==> src/rtl/sa_pkg.sv <==
// Shared types and constants for the systolic-array feed scheduler:
// FSM encoding, lane count and the round-robin lane picker.
package sa_pkg;

  typedef enum logic [1:0] {
    S_IDLE  = 2'd0,
    S_FEED  = 2'd1,
    S_FLUSH = 2'd2,
    S_DRAIN = 2'd3
  } state_e;

  localparam int ROWS           = 3;
  localparam int DATA_WIDTH_DEF = 8;

  // Returns {found, lane}: first non-empty lane at or after ptr, wrapping.
  function automatic logic [2:0] rr_pick(input logic [1:0] ptr, input logic [ROWS-1:0] empty);
    logic [2:0] r;
    int         l;
    r = '0;
    for (int i = ROWS - 1; i >= 0; i--) begin
      l = (int'(ptr) + i) % ROWS;
      if (!empty[l]) r = {1'b1, 2'(l)};
    end
    return r;
  endfunction

endpackage

==> src/rtl/sa_skew_line.sv <==
// Registered DEPTH-cycle delay line for one lane's en/idx bundle.
module sa_skew_line
  import sa_pkg::*;
#(
  parameter int W     = 1,
  parameter int DEPTH = 1
) (
  input  logic         clk,
  input  logic         rst,
  input  logic [W-1:0] d_i,
  output logic [W-1:0] q_o
);

  logic [DEPTH-1:0][W-1:0] pipe_q;

  always_ff @(posedge clk) begin
    if (rst) begin
      pipe_q <= '0;
    end else begin
      pipe_q[0] <= d_i;
      for (int i = 1; i < DEPTH; i++) pipe_q[i] <= pipe_q[i-1];
    end
  end

  assign q_o = pipe_q[DEPTH-1];

endmodule

==> src/rtl/sa_feed_sched.sv <==
// Feed scheduler for a 3-row systolic array: skewed operand feed, flush, and
// optional round-robin output drain (enabled by macro SA_FEED_DRAIN_EN).
module sa_feed_sched
  import sa_pkg::*;
#(
  parameter int DATA_WIDTH = DATA_WIDTH_DEF,
  parameter int VEC_LEN    = 28,
  parameter int IW         = 10,
  parameter int PIPE_LAT   = 8
) (
  input  logic                    clk,
  input  logic                    rst,
  input  logic                    start,
  input  logic [3:0]              num_vec,
  output logic                    busy,
  output logic                    done,
  output logic                    err,
  output logic [2:0]              ifm_en,
  output logic [2:0]              w_en,
  output logic [IW-1:0]           ifm_idx0,
  output logic [IW-1:0]           ifm_idx1,
  output logic [IW-1:0]           ifm_idx2,
  output logic [IW-1:0]           w_idx0,
  output logic [IW-1:0]           w_idx1,
  output logic [IW-1:0]           w_idx2,
  output logic [2:0]              obf_rd_en,
  input  logic [2:0]              obf_empty,
  input  logic [2:0]              obf_err,
  input  logic [2*DATA_WIDTH-1:0] obf_out0,
  input  logic [2*DATA_WIDTH-1:0] obf_out1,
  input  logic [2*DATA_WIDTH-1:0] obf_out2,
  output logic [2*DATA_WIDTH-1:0] out_data,
  output logic [1:0]              out_lane,
  output logic                    out_valid,
  input  logic                    out_ready
);

  localparam int DW2 = 2 * DATA_WIDTH;
  localparam int LW  = 2 * IW + 2;

  state_e        state_q, state_d;
  logic [3:0]    nvec_q, nvec_d;
  logic [15:0]   cnt_q, cnt_d, total;
  logic          en0_q, en0_d;
  logic [IW-1:0] ifm0_q, ifm0_d, w0_q, w0_d;
  logic          err_q, err_d, done_q, done_d;
  logic          start_acc, drain_fin;
  logic [LW-1:0] lane [ROWS];

  assign start_acc = (state_q == S_IDLE) && start;
  assign total     = 16'(32'(nvec_q) * VEC_LEN);

  always_comb begin
    state_d = state_q;
    nvec_d  = nvec_q;
    cnt_d   = cnt_q;
    en0_d   = 1'b0;
    ifm0_d  = ifm0_q;
    w0_d    = w0_q;
    err_d   = err_q | (|obf_err);
    done_d  = 1'b0;
    case (state_q)
      S_IDLE: begin
        if (start) begin
          nvec_d = num_vec;
          cnt_d  = '0;
          err_d  = |obf_err;
          ifm0_d = '0;
          w0_d   = '0;
          if (num_vec == 4'd0) begin
            state_d = S_FLUSH;
          end else begin
            state_d = S_FEED;
            en0_d   = 1'b1;
          end
        end
      end
      S_FEED: begin
        cnt_d = cnt_q + 16'd1;
        // Lane 0 is registered, so en/idx for cycle c+1 are computed in cycle c.
        if (cnt_q + 16'd1 < total) begin
          en0_d  = 1'b1;
          ifm0_d = ifm0_q + IW'(1);
          w0_d   = (w0_q == IW'(VEC_LEN - 1)) ? '0 : w0_q + IW'(1);
        end
        if (cnt_q == total + 16'd1) begin
          state_d = S_FLUSH;
          cnt_d   = '0;
        end
      end
      S_FLUSH: begin
        cnt_d = cnt_q + 16'd1;
        if (cnt_q == 16'(PIPE_LAT - 1)) begin
          cnt_d = '0;
`ifdef SA_FEED_DRAIN_EN
          state_d = S_DRAIN;
`else
          state_d = S_IDLE;
          done_d  = 1'b1;
`endif
        end
      end
      S_DRAIN: begin
        if (drain_fin) begin
          state_d = S_IDLE;
          done_d  = 1'b1;
        end
      end
      default: state_d = S_IDLE;
    endcase
  end

  always_ff @(posedge clk) begin
    if (rst) begin
      state_q <= S_IDLE;
      nvec_q  <= '0;
      cnt_q   <= '0;
      en0_q   <= 1'b0;
      ifm0_q  <= '0;
      w0_q    <= '0;
      err_q   <= 1'b0;
      done_q  <= 1'b0;
    end else begin
      state_q <= state_d;
      nvec_q  <= nvec_d;
      cnt_q   <= cnt_d;
      en0_q   <= en0_d;
      ifm0_q  <= ifm0_d;
      w0_q    <= w0_d;
      err_q   <= err_d;
      done_q  <= done_d;
    end
  end

  // Bundle layout: {ifm_en, w_en, ifm_idx, w_idx}; lanes 1..2 are delayed copies.
  assign lane[0] = {en0_q, en0_q, ifm0_q, w0_q};

  for (genvar k = 1; k < ROWS; k++) begin : g_skew
    sa_skew_line #(.W(LW), .DEPTH(k)) u_skew (
      .clk (clk),
      .rst (rst),
      .d_i (lane[0]),
      .q_o (lane[k])
    );
  end

  for (genvar k = 0; k < ROWS; k++) begin : g_en
    assign ifm_en[k] = lane[k][LW-1];
    assign w_en[k]   = lane[k][LW-2];
  end

  assign ifm_idx0 = lane[0][2*IW-1:IW];
  assign ifm_idx1 = lane[1][2*IW-1:IW];
  assign ifm_idx2 = lane[2][2*IW-1:IW];
  assign w_idx0   = lane[0][IW-1:0];
  assign w_idx1   = lane[1][IW-1:0];
  assign w_idx2   = lane[2][IW-1:0];

  assign busy = (state_q != S_IDLE);
  assign done = done_q;
  assign err  = err_q;

`ifdef SA_FEED_DRAIN_EN
  logic [1:0]     rr_q, rr_d, rdl_q, rdl_d, ol_q, ol_d;
  logic [2:0]     rd_q, rd_d, pick;
  logic           ov_q, ov_d, in_drain;
  logic [DW2-1:0] od_q, od_d, obf_sel;

  assign in_drain = (state_q == S_DRAIN);
  assign pick     = rr_pick(rr_q, obf_empty);

  always_comb begin
    case (rdl_q)
      2'd1:    obf_sel = obf_out1;
      2'd2:    obf_sel = obf_out2;
      default: obf_sel = obf_out0;
    endcase
  end

  // Buffers are first-word-fall-through: data is taken from the head during
  // the rd_en cycle, and the buffer pops on that same edge.
  always_comb begin
    rr_d  = rr_q;
    rdl_d = rdl_q;
    rd_d  = '0;
    ov_d  = ov_q;
    od_d  = od_q;
    ol_d  = ol_q;
    if (start_acc) rr_d = '0;
    if (ov_q && out_ready) ov_d = 1'b0;
    if (|rd_q) begin
      od_d = obf_sel;
      ol_d = rdl_q;
      ov_d = 1'b1;
    end
    if (in_drain && !(|rd_q) && (!ov_q || out_ready) && pick[2]) begin
      rd_d  = 3'b001 << pick[1:0];
      rdl_d = pick[1:0];
      rr_d  = (pick[1:0] == 2'(ROWS - 1)) ? 2'd0 : pick[1:0] + 2'd1;
    end
  end

  always_ff @(posedge clk) begin
    if (rst) begin
      rr_q  <= '0;
      rdl_q <= '0;
      rd_q  <= '0;
      ov_q  <= 1'b0;
      od_q  <= '0;
      ol_q  <= '0;
    end else begin
      rr_q  <= rr_d;
      rdl_q <= rdl_d;
      rd_q  <= rd_d;
      ov_q  <= ov_d;
      od_q  <= od_d;
      ol_q  <= ol_d;
    end
  end

  assign drain_fin = in_drain && (&obf_empty) && !(|rd_q) && !ov_q;
  assign obf_rd_en = rd_q;
  assign out_valid = ov_q;
  assign out_data  = od_q;
  assign out_lane  = ol_q;
`else
  logic unused_drain;
  assign unused_drain = ^{obf_empty, obf_out0, obf_out1, obf_out2, out_ready};
  assign drain_fin    = 1'b0;
  assign obf_rd_en    = '0;
  assign out_valid    = 1'b0;
  assign out_data     = '0;
  assign out_lane     = '0;
`endif

endmodule

==> config.mk <==
export PLATFORM = sky130hd
export DESIGN_NAME = sa_feed_sched
export DESIGN_NICKNAME = d
export VERILOG_FILES = /design/src/rtl/sa_pkg.sv /design/src/rtl/sa_skew_line.sv /design/src/rtl/sa_feed_sched.sv
export SDC_FILE = /design/constraint.sdc
export NUM_CORES = 1
export LEC_CHECK = 0
export CAP_MARGIN = 20
export CORE_MARGIN = 3
export CORE_UTILIZATION = 27
export DETAILED_ROUTE_END_ITERATION = 16
export PLACE_DENSITY_LB_ADDON = 0.2
export RECOVER_POWER = 25
export SETUP_SLACK_MARGIN = 0.02
export SLEW_MARGIN = 20
export SYNTH_ARGS = -nofsm -noshare
export SYNTH_HDL_FRONTEND = slang
export SYNTH_SLANG_ARGS = --single-unit
==> constraint.sdc <==
create_clock -name clk -period 3.74 [get_ports clk]
set_input_delay 0.935 -clock clk [delete_from_list [all_inputs] [get_ports clk]]
set_output_delay 0.935 -clock clk [all_outputs]
set_load 0.01 [all_outputs]
* After elaboration in Yosys (flattened, before gate mapping)
Index checks and enable logic that the tools add are counted.
** Operators by class
- Equality and inequality tests :: 10
- Add/subtract/negate cells :: 4
- Magnitude comparators :: 1
- Reductions and logical operators :: 11
- Mux-type cells :: 22
- Multipliers :: 1
- Bitwise operators :: 3
** Operators by type and width (count)
- $mux 16 :: 3
- $pmux 16 s3 :: 1
- $mux 10 :: 4
- $pmux 10 s2 :: 2
- $add 10x1->10 const B :: 2
- $add 16x1->16 const B :: 1
- $eq 16x10->1 :: 1
- $eq 16x3->1 const B :: 1
- $lt 16x9->1 :: 1
- $add 9x1->10 const B :: 1
- $eq 10x5->1 const B :: 1
- $mux 2 :: 4
- $ne 2x2->1 const B :: 4
- $mul 4x3->7 const B :: 1
- $mux 1 :: 6
- $pmux 2 s3 :: 1
- $eq 2x2->1 const B :: 2
- $logic_not 4->1 :: 1
- $reduce_and 2->1 :: 2
- $reduce_and 4->1 :: 1
- $reduce_bool 2->1 :: 2
- $reduce_and 3->1 :: 1
- $reduce_bool 3->1 :: 1
- $reduce_or 3->1 :: 1
- other kinds (6) :: 7
** Word-level totals
- Input port bits :: 62
- Output and inout port bits :: 91
- Flip-flop bits (word level) :: 87
- Logic and storage cells :: 62

* Longest topological paths before layout
Gate-level depths: netlist (run 1).
- Depth after elaboration :: 5
- Mapped depth :: 16
- Depth with buffers taken out :: 14

* By module
Synthesis (run 1) repeated with hierarchy kept, for this count alone.
** Unflattened totals
- Cell total of the unflattened synthesis :: 547
- Area, all modules :: 5112.4 um^2
** Modules (own cells, without submodules)
- sa_feed_sched :: sequential area each 900.9 um^2, area an instance 3130.5 um^2, cells each 387, times used 1
- sa_skew_line (g_skew[2].u_skew) :: sequential area each 880.8 um^2, area an instance 1341.3 um^2, cells each 114, times used 1
- sa_skew_line (g_skew[1].u_skew) :: sequential area each 440.4 um^2, area an instance 640.6 um^2, cells each 46, times used 1

* Worst setup path before layout (run 1)
Ideal clock, no wire load.
- Path type :: register to register
- From :: register nvec_q[1]
- To :: register w0_q[6] (netlist: w_idx0[6])
- Cell stages (with the launch flop) :: 14
- Slack :: 0.339 ns
- Period minus slack after synthesis :: 3.401 ns
- Data arrival time :: 3.262 ns
- Library setup time :: 0.139 ns
- Data required time :: 3.601 ns
- Path buffers :: 1
- Cells stage by stage :: dfxtp_1 inv_1 fa_1 inv_1 ha_1 fa_1 xor2_1 ha_1 o2111a_1 o21ai_0 nand3_2 clkbuf_1 o311ai_0 o311ai_1
** On the way
- Word-level cells in the longest chain between the ends :: 4
** Ends and longest elaborated chain
- start, declared :: line sa_feed_sched.sv:42 : logic [3:0] nvec_q, nvec_d;
- start signal, assigned :: line sa_feed_sched.sv:125 : nvec_q <= nvec_d;
- $mul 4x3->7 :: line sa_feed_sched.sv:51 : assign total = 16'(32'(nvec_q) * VEC_LEN);
- $lt 16x9->1 :: line sa_feed_sched.sv:81 : if (cnt_q + 16'd1 < total) begin
- $ne 2x2->1 (no source line)
- $reduce_and 3->1 (no source line)
- end signal, assigned :: line sa_feed_sched.sv:129 : w0_q <= w0_d;
- end, declared :: line sa_feed_sched.sv:45 : logic [IW-1:0] ifm0_q, ifm0_d, w0_q, w0_d;
Every way passes these cells.
A chain may end at the register's enable or synchronous reset.

* Worst setup path in the final report (run 1)
- From :: register nvec_q[1]
- To :: register w0_q[8] (netlist: w_idx0[8])
Same word-level chain as after synthesis.

==> impl_metrics.json, run 1 <==
{
  "status": "finished clean",
  "die-area_sq_um": 17670,
  "yosysWarnings": 0,
  "hpwlAfterDp_mm": 7.891,
  "synth_area_per_cell_sq_um": 8.951,
  "ys.flop_type": "dfxtp_1",
  "drtIter0Drc": 222,
  "synthTopCellsByArea": "dfxtp_1, ha_1, nor2b_1, buf_4, nand3_1",
  "holdWs_ns": 0.4673,
  "wl_per_cell_microns": 14.14,
  "critPathLaunchType": "register",
  "multi_input_area_sq_um": 2302,
  "worst_slew_pin_slew_ns": 0.7659,
  "fp.dieH_microns": 132.9,
  "clockBufferDepth": 2,
  "rr_worst_depth": 14,
  "power_density_nw_per_um2": 486.7,
  "hold_depth": 1,
  "layout_commonest_cell": "dfxtp_1",
  "cts_hold_buf": 0,
  "worstPathMaxFanout": 8,
  "antenna_cells": 0,
  "gr-total-overflow": 0,
  "worstSetupPathType": "reg -> reg",
  "start_util_pct": 28.10,
  "ant_nets": 0,
  "ys_seq_area_share_pct": 40.03,
  "grt_antenna_before_repair": 0,
  "cts_setup_buffers": 0,
  "rsz0062_at_grt": "false",
  "grt_util_met2_pct": 18.45,
  "syn_area_sq_um": 4350,
  "synth_top_area_cell": "dfxtp_1",
  "ioPinCount": 153,
  "slowest_stage": "fa_1",
  "peakVddDrop_v": 0.0002951,
  "cp-end-kind": "register",
  "root_buffer": "clkbuf_16",
  "cts_tree": "yes",
  "grt_pass1_wl_mm": 17.51,
  "finalWirelength_mm": 10.94,
  "htree_levels": 3,
  "power_leakage_nw": 2.155,
  "synthArstFlopShare_pct": 0,
  "max_slew_margin_pct": 48.59,
  "post-route-min-period_ns": 3.529,
  "core_sq_um": 15480,
  "cts_resized": 0,
  "grt_busiest_layer": "met2",
  "met1_usage_pct": 17.00,
  "stdcell_count": 774,
  "path_clk_slew_ns": 0.07,
  "grt_util_all_layers_pct": 12.12,
  "ys_seq_elements": 87,
  "slowest_delay_ns": 0.50,
  "hold_path_class": "reg -> reg",
  "grt_pass1_vias": 3406,
  "vias": 3611,
  "use_met3_pct": 3.232,
  "register_area_sq_um": 1744,
  "setup_violations": 0,
  "required_ns": 3.97,
  "vias_per_cell": 4.665,
  "cp.arrival_ns": 3.76,
  "postSynthCellCount": 486,
  "num_rows": 45,
  "die_x_microns": 132.9,
  "finalCritPeriodShare_pct": 94.36,
  "numPlacedInstances": 756,
  "num-fill-cells": 1584,
  "hold_viol_final": 0,
  "drc": 0,
  "drive_above_1_share_pct": 8.348,
  "portBuffers": 78,
  "first_pass_iters": 4,
  "synth.distinct_cells": 59,
  "slew_violations": 0,
  "synth_edf_count": 0,
  "cts_sinks": 87,
  "skew_ns": 0.007192,
  "finalSetupTns_ns": 0,
  "grt_max_degree": 67,
  "cts_buffers": 9,
  "nets": 645,
  "synthToLayoutAreaGrowth_pct": 30.43,
  "clk_latency_ns": 0.34,
  "max_freq_mhz": 283.3,
  "final_cell_mix": "dfxtp_1, clkdlybuf4s50_1, nor2b_1",
  "cap_viol_max_count": 0,
  "gp_congestion": 0.7928,
  "netlist.area_leader.share_pct": 40.03,
  "path_cells": "inv_1 > fa_1 > inv_1 > ha_1 > fa_2 > xor2_2 > ha_1 > o2111a_1 > o21ai_2 > buf_4 > nand3_4 > buf_12 > or3_1 > o311ai_1"
}
-- critical path: cells and delay by family, from the launching register on --
| kind | cells | cell delay [ns] |
|---|---|---|
| AOI/OAI and AO/OA | 3 | 0.56 |
| buffers and inverters | 4 | 0.43 |
| xor gates and xnor gates | 1 | 0.17 |
| and+or+nand+nor | 2 | 0.47 |
| DFF | 1 | 0.37 |
| adders and majority gates | 4 | 1.41 |
-- metrics by stage --
step | util [%] | setup slack, ns | total power, mW | area [sq um]
global route | 36.65 | 0.02616 | 2.934 | 5674
floorplan | - | 0.3387 | 1.471 | 4429
detailed placement | 33.98 | 0.1002 | 1.707 | 5261
global placement | 33.98 | 0.1248 | 1.695 | 5261
CTS | 36.10 | 0.06777 | 2.719 | 5589
finish | 36.65 | 0.2108 | 2.762 | 5674
-- final timing paths --
path | startpoint | end | slack [ns]
worst max-delay path | nvec_q[1]$_SDFFE_PP0P_ | w_idx0[8]$_SDFFE_PP0P_ | 0.21
worst min-delay path | g_skew[2].u_skew.pipe_q[8]$_SDFF_PP0_ | g_skew[2].u_skew.q_o[8]$_SDFF_PP0_ | 0.47
worst max register to register | nvec_q[1]$_SDFFE_PP0P_ | w_idx0[8]$_SDFFE_PP0P_ | 0.21
worst min register to register | g_skew[2].u_skew.pipe_q[8]$_SDFF_PP0_ | g_skew[2].u_skew.q_o[8]$_SDFF_PP0_ | 0.47
-- sequential cells by signal, summed over array words and instances (netlist names) --
register and flops:
cnt_q 16, done 1, en0_q 1, err 1, g_skew.u_skew.pipe_q 21, g_skew.u_skew.q_o 21
ifm_idx0 10, nvec_q 4, state_q 2, w_idx0 10
-- power by group --
group	leakage [nW]	switching (mW)	internal, mW	total [mW]
sequential	0.703	0.0363	0.960	0.996
clock	0.157	0.391	0.594	0.984
combinational	1.29	0.441	0.340	0.781
total	2.15	0.868	1.89	2.76
-- final cells by class --
class,count,share of cell area (%)
timing repair buffer,94,16.60
multi-input combinational,341,40.57
sequential,87,30.74
inverter,25,1.654
tap,211,4.653
clock buffer,9,3.969
clock inverter,7,1.808
-- kinds of logic (layout without fill, tap and decap cells) --
family | after synthesis | in the layout | synth area share (%)
buffers and inverters | 79 | 135 | 9.635
XOR/XNOR | 20 | 20 | 4.343
AO/OA/AOI/OAI | 78 | 78 | 13.03
other | 1 | 22 | 0.08620
multiplexers | 5 | 5 | 1.179
adder cells (fa/ha/maj) | 25 | 25 | 7.880
AND/OR/NAND/NOR | 191 | 191 | 23.81
flip-flops | 87 | 87 | 40.03
-- routing by layer --
metal / up-vias / part of all wire (%)
met5: - / 0
li1: 1800 / -
met3: 6 / 5.3
met2: 103 / 44
met1: 1702 / 50
met4: 0 / 1.0
-- cell usage after synthesis (3+ instances only) --
master / instances
inv_1: 25
o311ai_0: 4
buf_4: 29
dfxtp_1: 87
buf_1: 3
mux2i_1: 4
buf_2: 5
nand2b_1: 8
o311ai_1: 3
xnor2_1: 16
clkbuf_1: 16
nand3_1: 29
ha_1: 21
a21oi_1: 18
nand4_1: 11
o41ai_1: 9
nor4_1: 5
nor2_1: 31
xor2_1: 3
a31oi_1: 9
and3_1: 3
a21o_1: 5
and4_1: 4
nor3_1: 4
or3_1: 4
nand2_1: 33
o21ai_0: 5
nor2b_1: 42
fa_1: 4
a22oi_1: 5
or4_1: 6
o211ai_1: 4
No activity file was read; power rests on OpenSTA's default activity.
==> run 2, diff against run 1 <==
PLACE_DENSITY = 0.63   (was not set)
PLACE_DENSITY_LB_ADDON = not set   (was 0.2)
clock period = 4.2 ns   (was 3.74 ns; I/O delays follow)
==> run 2 against run 1 <==
- utilization shrank 1.4 points
- wire length fell by 5.9%
- largest cell class unchanged
- first-iteration DRC count up 19%
- fmax decreased by 8.3%
- highest routed layer unchanged
- die area unchanged
- global-route usage fell by 0.46 points
- critical path type unchanged
==> impl_metrics.json, run 2 (synthesis results as in run 1) <==
{
  "gr-total-overflow": 0,
  "hold_viol_final": 0,
  "peakVddDrop_v": 0.0002439,
  "grt_pass1_vias": 3223,
  "core_sq_um": 15480,
  "first_pass_iters": 5,
  "portBuffers": 78,
  "cts_resized": 0,
  "power_leakage_nw": 2.059,
  "holdWs_ns": 0.4657,
  "finalInstanceArea_sq_um": 5461,
  "hold_start": "g_skew[2].u_skew.pipe_q[1]$_SDFF_PP0_",
  "power_frac_seq_pct": 40.2,
  "hold_path_class": "reg -> reg",
  "path_clk_slew_ns": 0.06,
  "hold_depth": 1,
  "ant_nets": 0,
  "die-area_sq_um": 17670,
  "fp.dieH_microns": 132.9,
  "required_ns": 4.44,
  "r2r_setup_slack_ns": 0.35,
  "post-route-min-period_ns": 3.848,
  "htree_levels": 3,
  "setup_ws_ns": 0.3516,
  "dp_slack_ns": 0.4022,
  "hpwlAfterDp_mm": 7.632,
  "cp-end-kind": "register",
  "root_buffer": "clkbuf_16",
  "ioPinCount": 153,
  "cts_buffers": 9,
  "slew_violations": 0,
  "finalWirelength_mm": 10.30,
  "clockBufferDepth": 2,
  "setup_violations": 0,
  "skew_ns": 0.008012,
  "cts_setup_buffers": 0,
  "gp_congestion": 0.8313,
  "final_cell_mix": "dfxtp_1, clkdlybuf4s50_1, nor2b_1",
  "critPathLaunchType": "register",
  "nets": 635,
  "power_density_nw_per_um2": 403.7,
  "grt_util_all_layers_pct": 11.66,
  "rr_worst_depth": 14,
  "start_util_pct": 28.10,
  "antenna_cells": 0,
  "cts_hold_buf": 0,
  "max_slew_margin_pct": 8.742,
  "drtIter0Drc": 264,
  "power_frac_comb_pct": 25.5,
  "vias": 3554,
  "switching_share_pct": 33.38,
  "vias_per_cell": 4.658,
  "worst_slew_pin_slew_ns": 1.369,
  "max_freq_mhz": 259.8,
  "drive_above_1_share_pct": 5.254,
  "grt_antenna_before_repair": 0,
  "die_x_microns": 132.9,
  "grt_max_degree": 67,
  "p_int_mw": 1.469,
  "finalCritPeriodShare_pct": 91.63,
  "hold_end": "g_skew[2].u_skew.q_o[1]$_SDFF_PP0_",
  "cts_sinks": 87,
  "r2r-end": "w_idx0[0]$_SDFFE_PP0P_",
  "wl_per_cell_microns": 13.50,
  "worstPathMaxFanout": 29,
  "grt_pass1_wl_mm": 16.68,
  "cap_viol_max_count": 0,
  "status": "finished clean",
  "p_sw_mw": 0.7360,
  "worstSetupPathType": "reg -> reg",
  "cp.arrival_ns": 4.09,
  "num_rows": 45,
  "synthToLayoutAreaGrowth_pct": 25.54,
  "clock_power_share_pct": 34.3,
  "timing.rr.start": "nvec_q[2]$_SDFFE_PP0P_",
  "clk_latency_ns": 0.34,
  "cts_tree": "yes",
  "finalSetupTns_ns": 0,
  "drc": 0,
  "rsz0062_at_grt": "false",
  "placed_area_sq_um": 5189,
  "layout_commonest_cell": "dfxtp_1"
}
run 2: final cells by class:
cell class | instances | area [sq um]
clock inverter | 6 | 51.30
sequential | 87 | 1742
clock buffer | 9 | 225.2
multi-input combinational | 341 | 2268
tap | 211 | 264.0
timing repair buffer | 84 | 817.0
fill | 1567 | 10020
inverter | 25 | 93.84
run 2: critical path, stage by stage, from the launching register on:
cell and delay, ns:
dfxtp_1 0.40, inv_1 0.13, fa_1 0.49, inv_1 0.04, ha_1 0.22, fa_1 0.40
xor2_1 0.25, ha_1 0.29, nand3_1 0.09, nand2_1 0.05, o21ai_0 0.35, nand3_2 0.11
buf_4 0.24, or4_1 0.51, a31oi_1 0.17
run 2: how the worst max path moves through the flow:
stage                                 from                       end
floorplan           nvec_q[1]$_SDFFE_PP0P_    w_idx0[6]$_SDFFE_PP0P_
global placement    nvec_q[2]$_SDFFE_PP0P_    w_idx0[0]$_SDFFE_PP0P_
detailed placement  nvec_q[2]$_SDFFE_PP0P_  ifm_idx0[3]$_SDFFE_PP0P_
CTS                 nvec_q[2]$_SDFFE_PP0P_  ifm_idx0[3]$_SDFFE_PP0P_
global route        nvec_q[2]$_SDFFE_PP0P_    w_idx0[0]$_SDFFE_PP0P_
finish              nvec_q[2]$_SDFFE_PP0P_    w_idx0[0]$_SDFFE_PP0P_
run 2: per-stage QoR:
step                      instances  power (mW)  utilization (%)
after floorplan                 507       1.310                -
after global placement          748       1.449            33.51
after detailed placement        748       1.461            33.51
after CTS                       763       2.228            35.30
after global routing            763       2.340            35.27
final                           763       2.205            35.27
run 2: metal layers:
layer  vias up  share of wire [%]  GRT usage (%)  routed length (microns)
met3        13                5.6          3.308                      581
li1       1786                  -              -                        -
met4         0                2.1          4.850                      216
met1      1642                 49          16.16                     5049
met5         -                  0              0                        0
met2       113                 43          16.93                     4451
run 2: power groups by stage:
stage	combinational [mW]	sequential (mW)	clock [mW]
detailed placement	0.556	0.905	0
CTS	0.560	0.886	0.782
floorplan	0.404	0.906	0
global route	0.629	0.892	0.819
finish	0.562	0.887	0.756
global placement	0.546	0.903	0
